===== src/rtl/brick_hit_controller.sv =====
// Brick health memory writer: fills the grid at level start and serves hit
// requests as read-decrement-write cycles while tracking the live-brick count.
module brick_hit_controller #(
    parameter int GRID_W      = 10,
    parameter int GRID_H      = 8,
    parameter int ADDR_W      = 7,
    parameter int INIT_HEALTH = 3
) (
    input  logic              clk,
    input  logic              resetn,
    input  logic              init_start,
    output logic              init_done,
    input  logic              hit_req,
    input  logic [3:0]        hit_gx,
    input  logic [3:0]        hit_gy,
    output logic              hit_ready,
    output logic              hit_ack,
    output logic              hit_valid,
    output logic              brick_destroyed,
    output logic [ADDR_W-1:0] mem_address,
    output logic [1:0]        mem_data,
    output logic              mem_wren,
    input  logic [1:0]        mem_q,
    output logic [ADDR_W:0]   bricks_left,
    output logic              level_clear
);

    typedef enum logic [2:0] {S_IDLE, S_FILL, S_RD, S_EVAL, S_WR, S_MISS} state_t;

    localparam logic [31:0]       GW        = GRID_W;
    localparam logic [31:0]       GH        = GRID_H;
    localparam logic [ADDR_W-1:0] LAST_ADDR = ADDR_W'(GRID_W * GRID_H - 1);
    localparam logic [ADDR_W:0]   N_BRICKS  = (ADDR_W + 1)'(GRID_W * GRID_H);
    localparam logic [ADDR_W:0]   ONE_B     = 1;
    localparam logic [1:0]        INIT_H    = 2'(INIT_HEALTH);

    state_t state, state_d;
    logic   initialized, initialized_d;
    logic   init_done_d, hit_ack_d, hit_valid_d, destroyed_d, wren_d, level_clear_d;
    logic [ADDR_W-1:0] addr_d;
    logic [1:0]        data_d;
    logic [ADDR_W:0]   bricks_left_d;
    logic [ADDR_W-1:0] hit_lin;
    logic              hit_oob;

    assign hit_lin   = ADDR_W'(32'(hit_gy) * GW + 32'(hit_gx));
    assign hit_oob   = ({28'd0, hit_gx} >= GW) || ({28'd0, hit_gy} >= GH);
    assign hit_ready = (state == S_IDLE) && !init_start;

    always_ff @(posedge clk) begin
        if (!resetn) begin
            state           <= S_IDLE;
            initialized     <= 1'b0;
            init_done       <= 1'b0;
            hit_ack         <= 1'b0;
            hit_valid       <= 1'b0;
            brick_destroyed <= 1'b0;
            mem_address     <= '0;
            mem_data        <= '0;
            mem_wren        <= 1'b0;
            bricks_left     <= '0;
            level_clear     <= 1'b0;
        end else begin
            state           <= state_d;
            initialized     <= initialized_d;
            init_done       <= init_done_d;
            hit_ack         <= hit_ack_d;
            hit_valid       <= hit_valid_d;
            brick_destroyed <= destroyed_d;
            mem_address     <= addr_d;
            mem_data        <= data_d;
            mem_wren        <= wren_d;
            bricks_left     <= bricks_left_d;
            level_clear     <= level_clear_d;
        end
    end

    always_comb begin
        state_d = state;
        case (state)
            S_IDLE: begin
                if (init_start)   state_d = S_FILL;
                else if (hit_req) state_d = hit_oob ? S_MISS : S_RD;
            end
            S_FILL:  if (mem_address == LAST_ADDR) state_d = S_IDLE;
            S_RD:    state_d = S_EVAL;
            S_EVAL:  state_d = S_WR;
            S_WR:    state_d = S_IDLE;
            S_MISS:  state_d = S_IDLE;
            default: state_d = S_IDLE;
        endcase
    end

    // Outputs are registered, so each state computes what the next cycle shows.
    // The WR-cycle response is decided from mem_q directly while in EVAL.
    always_comb begin
        initialized_d = initialized;
        init_done_d   = 1'b0;
        hit_ack_d     = 1'b0;
        hit_valid_d   = 1'b0;
        destroyed_d   = 1'b0;
        wren_d        = 1'b0;
        addr_d        = mem_address;
        data_d        = mem_data;
        bricks_left_d = bricks_left;
        case (state)
            S_IDLE: begin
                if (init_start) begin
                    wren_d        = 1'b1;
                    addr_d        = '0;
                    data_d        = INIT_H;
                    initialized_d = 1'b0;
                end else if (hit_req) begin
                    if (hit_oob) hit_ack_d = 1'b1;
                    else         addr_d    = hit_lin;
                end
            end
            S_FILL: begin
                if (mem_address == LAST_ADDR) begin
                    init_done_d   = 1'b1;
                    bricks_left_d = N_BRICKS;
                    initialized_d = 1'b1;
                end else begin
                    wren_d = 1'b1;
                    addr_d = mem_address + ADDR_W'(1);
                end
            end
            S_EVAL: begin
                hit_ack_d = 1'b1;
                if (mem_q != 2'd0) begin
                    wren_d      = 1'b1;
                    data_d      = mem_q - 2'd1;
                    hit_valid_d = 1'b1;
                end
                if (mem_q == 2'd1) begin
                    destroyed_d = 1'b1;
                    if (bricks_left != '0) bricks_left_d = bricks_left - ONE_B;
                end
            end
            default: ;
        endcase
        level_clear_d = initialized_d && (bricks_left_d == '0);
    end

endmodule


===== config.mk =====
export PLATFORM = sky130hd
export DESIGN_NAME = brick_hit_controller
export DESIGN_NICKNAME = d
export VERILOG_FILES = /design/src/rtl/brick_hit_controller.sv
export SDC_FILE = /design/constraint.sdc
export NUM_CORES = 1
export LEC_CHECK = 0
export CAP_MARGIN = 20
export CELL_PAD_IN_SITES_DETAIL_PLACEMENT = 2
export CELL_PAD_IN_SITES_GLOBAL_PLACEMENT = 2
export CORE_MARGIN = 2
export CORE_UTILIZATION = 30
export DETAILED_ROUTE_END_ITERATION = 7
export GPL_TIMING_DRIVEN = 1
export PLACE_DENSITY = 0.83
export SETUP_SLACK_MARGIN = 0.1
export SLEW_MARGIN = 0
export SYNTH_ARGS = -nofsm -noshare
export SYNTH_HDL_FRONTEND = slang
export SYNTH_SLANG_ARGS = --single-unit

===== constraint.sdc =====
create_clock -name clk -period 2.6 [get_ports clk]
set_input_delay 0.26 -clock clk [delete_from_list [all_inputs] [get_ports clk]]
set_output_delay 0.26 -clock clk [all_outputs]
set_load 0.01 [all_outputs]

After elaboration in Yosys (flattened, before gate mapping)
Cells that the tools add are included.

word-level totals
  register bits after elaboration = 27
  logic and storage cells = 74

operators by class
  $mul = 1
  reductions and logical operators = 15
  $add $sub $neg = 4
  multiplexer cells = 30
  $lt $le $gt $ge = 2
  eq/ne operators = 11

operator list
  cell                 count
  $mux 7               4
  $mux 8               3
  $pmux 8 s2           1
  $pmux 7 s2           1
  $mux 3               4
  $pmux 3 s4           1
  $mux 1               10
  $ge 4x4->1 const B   2
  $logic_not 8->1      1
  $ne 2x2->1 const B   4
  $reduce_bool 8->1    1
  $sub 8x1->8 const B  1
  $add 7x1->7 const B  1
  $add 7x4->7          1
  $eq 7x7->1 const B   1
  $eq 3x2->1 const B   2
  $mul 4x3->6 const B  1
  $ne 3x3->1 const B   2
  $reduce_and 2->1     3
  $reduce_bool 2->1    3
  $mux 2               2
  $pmux 1 s2           2
  $pmux 2 s2           1
  $reduce_and 4->1     1
  9 further kinds      10

Depth between registers and ports, before layout
Gate-level depths: netlist of run 1.

  depth in word-level cells = 6
  mapped depth = 9
  mapped depth without buffers = 9

Least setup slack after synthesis of run 1
Ideal clock, no wire load.

  path type = reg-to-reg
  from = reg bricks_left[2]
  to = reg level_clear
  stages on the path, launching flop included = 7
  library setup time = 0.117 ns
  data arrival time = 1.775 ns
  setup slack = 0.708 ns
  required time = 2.483 ns
  period minus slack after synthesis = 1.892 ns
  cells stage by stage = dfxtp_1 buf_6 or4_4 or3_1 o311a_1 nand4_1 nor4b_2

between the ends
  word-level cells in the longest chain between the ends = 6
  elaborated cells between the ends (all ways) = 8
  classes of those cells = add/sub: 1; mux: 4; reduce/logical: 3

RTL lines
  element                                           line  source
  start, declared                                   24    output logic [ADDR_W:0] bricks_left,
  start signal, assigned                            73    bricks_left <= bricks_left_d;
  $sub 8x1->8 or $reduce_bool 8->1 (tied branches)  137   if (bricks_left != '0) bricks_left_d = bricks_left - ONE_B;
  $mux 8                                            137
  $mux 8                                            135   if (mem_q == 2'd1) begin
  $pmux 8 s2 (*)                                    106   case (state)
  $logic_not 8->1 (*)                               142   level_clear_d = initialized_d && (bricks_left_d == '0);
  $logic_and 1x1->1 (*)                             142
  end signal, assigned                              74    level_clear <= level_clear_d;
  end, declared                                     25    output logic level_clear

Every way passes the cells marked *; elsewhere a longest branch is shown, timed or not.
A chain may end at the register's enable or synchronous reset.

Final worst setup path of run 1
  from = in hit_gy[1]
  to = reg mem_address[6]

between the ends
  word-level cells in the longest chain between the ends = 6
  elaborated cells between the ends (all ways) = 10
  classes of those cells = add/sub: 1; mul: 1; order compare: 1; eq/ne: 1; mux: 4; reduce/logical: 2

RTL lines
  element               line  source
  start, declared       15    input logic [3:0] hit_gy,
  $mul 4x3->6           46    assign hit_lin = ADDR_W'(32'(hit_gy) * GW + 32'(hit_gx));
  $add 7x4->7           46
  $mux 7                114   if (hit_oob) hit_ack_d = 1'b1;
  $mux 7                113   end else if (hit_req) begin
  $mux 7                108   if (init_start) begin
  $pmux 7 s2            106
  end signal, assigned  70    mem_address <= addr_d;
  end, declared         20    output logic [ADDR_W-1:0] mem_address,

Several ways; a longest one is shown, not always the timed one. The select of a mux whose other input is x is not followed.

==> results of run 1 <==
==> layout make-up <==
class / instances / share of cell area (%)
Multi-Input combinational cell: 163 / 49.9
Sequential cell: 27 / 23.5
Timing Repair Buffer: 42 / 17.7
Tap cell: 75 / 4.08
Inverter: 17 / 2.77
Clock buffer: 4 / 1.96
==> state kept, by name, summed over array words and instances, names as in the netlist <==
register,count
initialized,1
bricks_left,8
init_done,1
brick_destroyed,1
hit_valid,1
mem_wren,1
level_clear,1
hit_ack,1
mem_address,7
mem_data,2
state,3
==> worst max-delay path, stage by stage <==
cell	delay, ns
clkdlybuf4s50_1	0.48
ha_1	0.33
ha_1	0.20
inv_1	0.07
fa_1	0.46
o31a_1	0.31
o211ai_1	0.17
a21oi_1	0.08
==> per-stage QoR <==
stage	hold WS (ns)	setup slack (ns)	cell area, um^2
floorplan	0.369	0.708	1790
global placement	0.493	0.151	2250
global route	0.550	0.184	2300
CTS	0.528	0.358	2300
detailed placement	0.514	0.0564	2250
finish	0.516	0.370	2300
==> cells by family (layout without fill, tap and decap cells) <==
kind of cell               Yosys count  after routing  synth area share, %
DFF                                 27             27                 30.1
muxes                                1              1                0.628
xor gates and xnor gates             5              5                 2.44
adders and majority gates           13             13                 9.90
AOI/OAI and AO/OA                   62             62                 23.5
and+or+nand+nor                     82             82                 27.5
buffers and inverters               24             63                 5.86
==> power groups by stage <==
stage	logic, uW	clock network (uW)	registers [uW]
final	282	257	469
after global routing	310	286	474
after CTS	285	265	469
after detailed placement	283	0	479
after global placement	272	0	477
after floorplan	153	0	476
==> synthesized netlist by cell type, drive strengths merged, types with 3 or more instances <==
cell type / count
a211oi: 4
a21o: 3
a21oi: 20
and3: 4
clkbuf: 5
dfxtp: 27
ha: 11
inv: 17
nand2: 11
nand2b: 4
nand3: 6
nor2: 18
nor3: 8
nor3b: 4
nor4: 6
o21ai: 10
or3: 5
xnor2: 4
==> how the worst min path moves through the flow <==
stage	startpoint	depth (start not counted)	to
6_report	mem_data[1]$_SDFFE_PN0P_	2	mem_data[1]$_SDFFE_PN0P_
5_1_grt	mem_data[1]$_SDFFE_PN0P_	2	mem_data[1]$_SDFFE_PN0P_
4_1_cts	mem_data[0]$_SDFFE_PN0P_	2	mem_data[0]$_SDFFE_PN0P_
3_5_place_dp	mem_data[0]$_SDFFE_PN0P_	2	mem_data[0]$_SDFFE_PN0P_
3_3_place_gp	mem_data[1]$_SDFFE_PN0P_	2	mem_data[1]$_SDFFE_PN0P_
2_1_floorplan	mem_q[0]	1	mem_data[0]$_SDFFE_PN0P_
==> routing by layer <==
layer	part of all wire (%)	up-vias	track usage (%)
met5	0	-	0
met4	0.59	0	4.41
met3	2.4	2	1.78
met2	50	30	33.4
met1	47	891	23.9
li1	-	869	-
==> impl_metrics.env, run 1 <==
export IMPL_ctsHoldBuffers=0
export IMPL_min_path_type="reg2reg"
export IMPL_setup_violations=0
export IMPL_nNetsFinal=281
export IMPL_period_share_pct=85.8
export IMPL_die_area_mm2=0.00662
export IMPL_grt_pass1_wl_mm=9.56
export IMPL_final_cell_mix="37 x clkdlybuf4s50_1, 27 x dfxtp_1, 20 x a21oi_1"
export IMPL_fin_skew_ns=0.00261
export IMPL_ctsResizeCount=0
export IMPL_num_io_pins=38
export IMPL_fmax_ghz=0.448
export IMPL_slew_viol_final=0
export IMPL_cts_inserted_buffers=3
export IMPL_ant_nets=0
export IMPL_syn_area_per_cell_um2=8.38
export IMPL_setup_worst_path_end="mem_address[6]$_SDFFE_PN0P_"
export IMPL_critPathLaunch="hit_gy[1]"
export IMPL_synth_flop_cell="dfxtp_1"
export IMPL_worst_pin_slew_ns=0.735
export IMPL_rr_endpoint="mem_address[5]$_SDFFE_PN0P_"
export IMPL_routed_wirelength_mm=5.75
export IMPL_postSynthCellCount=214
export IMPL_rsz0062_at_grt="no"
export IMPL_clockRootBuffer="clkbuf_8"
export IMPL_p_sw_share_pct=32.7
export IMPL_leakage_uw=0.000879
export IMPL_portBuffers=37
export IMPL_synth_cell_area_mm2=0.00179
export IMPL_async_flop_share_pct=0
export IMPL_rows=28
export IMPL_multi_input_area_mm2=0.00115
export IMPL_crit_required_ns=2.74
export IMPL_die_height_um=81.3
export IMPL_comb_power_share_pct=28.0
export IMPL_num_antenna_cells=0
export IMPL_yosys_area_top_type_share_pct=30.1
export IMPL_routedWlPerCell_um=17.5
export IMPL_cts_sinks=27
export IMPL_final_common_cell="clkdlybuf4s50_1"
export IMPL_p_sw_uw=329
export IMPL_clk_insertion_delay_late_ns=0.28
export IMPL_min_period_ns=2.23
export IMPL_setup_worst_path_end_class="flip-flop"
export IMPL_p_total_uw=1010
export IMPL_post_cts_buffers=0
export IMPL_drt_pre_antenna_iters=4
export IMPL_yosys_top_cells_area="dfxtp_1 30%, ha_1 7.7%, a21oi_1 5.6%, nor2_1 3.8%, inv_1 3.3%"
export IMPL_critical_path_startpoint_type="primary input"
export IMPL_reg2reg_depth=6
export IMPL_cts_buffer_depth=2
export IMPL_hold_violations=0
export IMPL_rr_startpoint="mem_address[0]$_SDFFE_PN0P_"
export IMPL_slew_headroom_pct=50.9
export IMPL_area_delta_synth_final_pct=28.2
export IMPL_cap_violations=0
export IMPL_grt_antenna_before_repair=0
export IMPL_htree_levels=1
export IMPL_synth_area_leader_cell="dfxtp_1"
export IMPL_path_class="in2reg"
export IMPL_grt_pass1_vias=1896
export IMPL_regToRegSetupSlack_ns=0.49
export IMPL_vdd_drop_max_mv=0.180
export IMPL_fill_cells=685
export IMPL_postLayoutCoreUtil_pct=39.3
export IMPL_synth_edf_count=0
export IMPL_ys_ff_latch=27
export IMPL_seq_power_share_pct=46.5
export IMPL_synth_warnings=0
export IMPL_ys_seq_area_share_pct=30.1
export IMPL_power_density_mw_per_mm2=438
export IMPL_hpwl_mm=4.43
export IMPL_power_internal_uw=678
export IMPL_drtIter0Drc=75
export IMPL_dp_cells=324
export IMPL_p_clk_share_pct=25.5
export IMPL_worstPathArrival_ns=2.37
export IMPL_grt_start_max_net_pins=22
export IMPL_post_layout_nonfiller_instances=328
export IMPL_gp_congestion=0.830
export IMPL_fp_dieW_um=81.3
export IMPL_vias=1792
export IMPL_crit_fanout=4
export IMPL_yosys_cell_types_count=62
export IMPL_syn_nets=241
export IMPL_drive_gt1_share_pct=8.70
export IMPL_drc=0
export IMPL_cts_tree="built"
export IMPL_overflow=0
export IMPL_initial_core_util_pct=30.7
export IMPL_grt_util_all_layers_pct=18.7
export IMPL_via_per_inst=5.46
export IMPL_finalSetupTns_ns=0
export IMPL_core_mm2=0.00585
export IMPL_clkTransAtPathRegs_ns=0.10
export IMPL_ff_latch_area_um2=541
export IMPL_status="finished clean"
Power figures use the tool's default switching activity.
==> run 2: changes to the inputs <==
--- a/config.mk
+++ b/config.mk
@@ -12,6 +12,7 @@
 export CORE_UTILIZATION = 30
 export DETAILED_ROUTE_END_ITERATION = 7
 export GPL_TIMING_DRIVEN = 1
+export MAX_ROUTING_LAYER = met4
 export PLACE_DENSITY = 0.83
 export SETUP_SLACK_MARGIN = 0.1
 export SLEW_MARGIN = 0
==> impl_metrics.env, run 2 (synthesized netlist as in run 1, its figures left out) <==
export IMPL_status="finished clean"
export IMPL_vdd_drop_max_mv=0.180
export IMPL_design_area_mm2=0.00230
export IMPL_regMostFlops="bricks_left"
export IMPL_crit_required_ns=2.80
export IMPL_setup_violations=0
export IMPL_grt_start_max_net_pins=22
export IMPL_finalSetupTns_ns=0
export IMPL_reg2reg_depth=6
export IMPL_clk_insertion_delay_late_ns=0.28
export IMPL_rr_endpoint="mem_address[5]$_SDFFE_PN0P_"
export IMPL_leakage_uw=0.000879
export IMPL_num_io_pins=38
export IMPL_vias=1790
export IMPL_post_cts_buffers=0
export IMPL_rr_startpoint="mem_address[0]$_SDFFE_PN0P_"
export IMPL_drt_pre_antenna_iters=4
export IMPL_worstPathArrival_ns=2.43
export IMPL_grt_pass1_wl_mm=9.55
export IMPL_setup_worst_path_end="mem_address[5]$_SDFFE_PN0P_"
export IMPL_fp_dieW_um=81.3
export IMPL_clkTransAtPathRegs_ns=0.10
export IMPL_top_regs="bricks_left (8), mem_address (7), state (3)"
export IMPL_nNetsFinal=281
export IMPL_largest_reg_flops=8
export IMPL_crit_fanout=4
export IMPL_rsz0062_at_grt="no"
export IMPL_critPathLaunch="hit_gy[1]"
export IMPL_num_antenna_cells=0
export IMPL_ctsResizeCount=0
export IMPL_cts_inserted_buffers=3
export IMPL_gp_congestion=0.843
export IMPL_power_density_mw_per_mm2=439
export IMPL_path_class="in2reg"
export IMPL_drc=0
export IMPL_cts_sinks=27
export IMPL_regToRegSetupSlack_ns=0.48
export IMPL_grt_util_all_layers_pct=19.2
export IMPL_htree_levels=1
export IMPL_overflow=0
export IMPL_fin_skew_ns=0.00312
export IMPL_grt_pass1_vias=1897
export IMPL_grt_antenna_before_repair=0
export IMPL_core_mm2=0.00585
export IMPL_drtIter0Drc=72
export IMPL_final_common_cell="clkdlybuf4s50_1"
export IMPL_min_period_ns=2.23
export IMPL_die_height_um=81.3
export IMPL_ctsHoldBuffers=0
export IMPL_initial_core_util_pct=30.7
export IMPL_placed_area_mm2=0.00225
export IMPL_hpwl_mm=4.43
export IMPL_cap_violations=0
export IMPL_fill_cells=685
export IMPL_slew_viol_final=0
export IMPL_die_area_mm2=0.00662
export IMPL_routed_wirelength_mm=5.76
export IMPL_critical_path_startpoint_type="primary input"
export IMPL_cts_buffer_depth=2
export IMPL_ant_nets=0
export IMPL_worst_pin_slew_ns=0.732
export IMPL_fmax_ghz=0.448
export IMPL_min_path_type="reg2reg"
export IMPL_portBuffers=37
export IMPL_clockRootBuffer="clkbuf_8"
export IMPL_area_delta_synth_final_pct=28.2
export IMPL_final_cell_mix="37 x clkdlybuf4s50_1, 27 x dfxtp_1, 20 x a21oi_1"
export IMPL_hold_violations=0
export IMPL_postLayoutCoreUtil_pct=39.3
export IMPL_cts_tree="built"
export IMPL_via_per_inst=5.46
export IMPL_rows=28
export IMPL_drive_gt1_share_pct=8.70
export IMPL_slew_headroom_pct=51.2
export IMPL_routedWlPerCell_um=17.6
export IMPL_setup_worst_path_end_class="flip-flop"
export IMPL_period_share_pct=85.8
run 2: worst min-delay path by stage:
| stage | startpoint | end | slack [ns] | cells after the start |
|---|---|---|---|---|
| floorplan | mem_q[0] | mem_data[0]$_SDFFE_PN0P_ | 0.37 | 1 |
| global placement | mem_data[1]$_SDFFE_PN0P_ | mem_data[1]$_SDFFE_PN0P_ | 0.49 | 2 |
| detailed placement | mem_data[0]$_SDFFE_PN0P_ | mem_data[0]$_SDFFE_PN0P_ | 0.51 | 2 |
| CTS | mem_data[0]$_SDFFE_PN0P_ | mem_data[0]$_SDFFE_PN0P_ | 0.53 | 2 |
| global route | mem_data[1]$_SDFFE_PN0P_ | mem_data[1]$_SDFFE_PN0P_ | 0.55 | 2 |
| finish | mem_data[1]$_SDFFE_PN0P_ | mem_data[1]$_SDFFE_PN0P_ | 0.52 | 2 |
run 2: stage by stage:
stage / setup WS [ns] / cells / hold slack, ns / power [uW]
global route: 0.184 / 328 / 0.550 / 1070
finish: 0.370 / 328 / 0.516 / 1010
CTS: 0.358 / 328 / 0.528 / 1020
floorplan: 0.708 / 214 / 0.369 / 629
detailed placement: 0.0564 / 324 / 0.514 / 761
global placement: 0.151 / 324 / 0.493 / 749
run 2: final cells by class:
| cell class | instances | area (um^2) | share of cell area (%) |
|---|---|---|---|
| clock buffers | 4 | 45.0 | 1.96 |
| inverters | 17 | 63.8 | 2.77 |
| multi-input cells | 163 | 1150 | 49.9 |
| flip-flops and latches | 27 | 541 | 23.5 |
| well taps | 75 | 93.8 | 4.08 |
| repair buffers | 42 | 408 | 17.7 |
run 2: report_power, final:
group	switching (uW)	internal [uW]
clock network	147	110
registers	33.1	436
logic	151	132
run 2: critical path, cell delays in order:
cell and delay [ns]:
clkdlybuf4s50_1 0.48, ha_1 0.32, ha_1 0.14, inv_1 0.05
fa_1 0.55, nand2_1 0.08, o31ai_1 0.21, o22ai_1 0.11
a211oi_1 0.21
run 2: per-layer routing:
layer  up-vias  global-route usage [%]  routed length, um
met1       888                    23.9               2690
met3         2                    1.78                137
met5         -                       -                  0
li1        869                       -                  -
met2        31                    33.4               2900
met4         0                    4.41                 34
==> run 3: changes to the inputs <==
--- a/config.mk
+++ b/config.mk
@@ -12,10 +12,10 @@
 export CORE_UTILIZATION = 30
 export DETAILED_ROUTE_END_ITERATION = 7
 export GPL_TIMING_DRIVEN = 1
-export MAX_ROUTING_LAYER = met4
 export PLACE_DENSITY = 0.83
 export SETUP_SLACK_MARGIN = 0.1
 export SLEW_MARGIN = 0
 export SYNTH_ARGS = -nofsm -noshare
 export SYNTH_HDL_FRONTEND = slang
 export SYNTH_SLANG_ARGS = --single-unit
+export TNS_END_PERCENT = 1
==> results of run 3 <==
The final DEF is identical to that of run 1; final timing and power are the same.
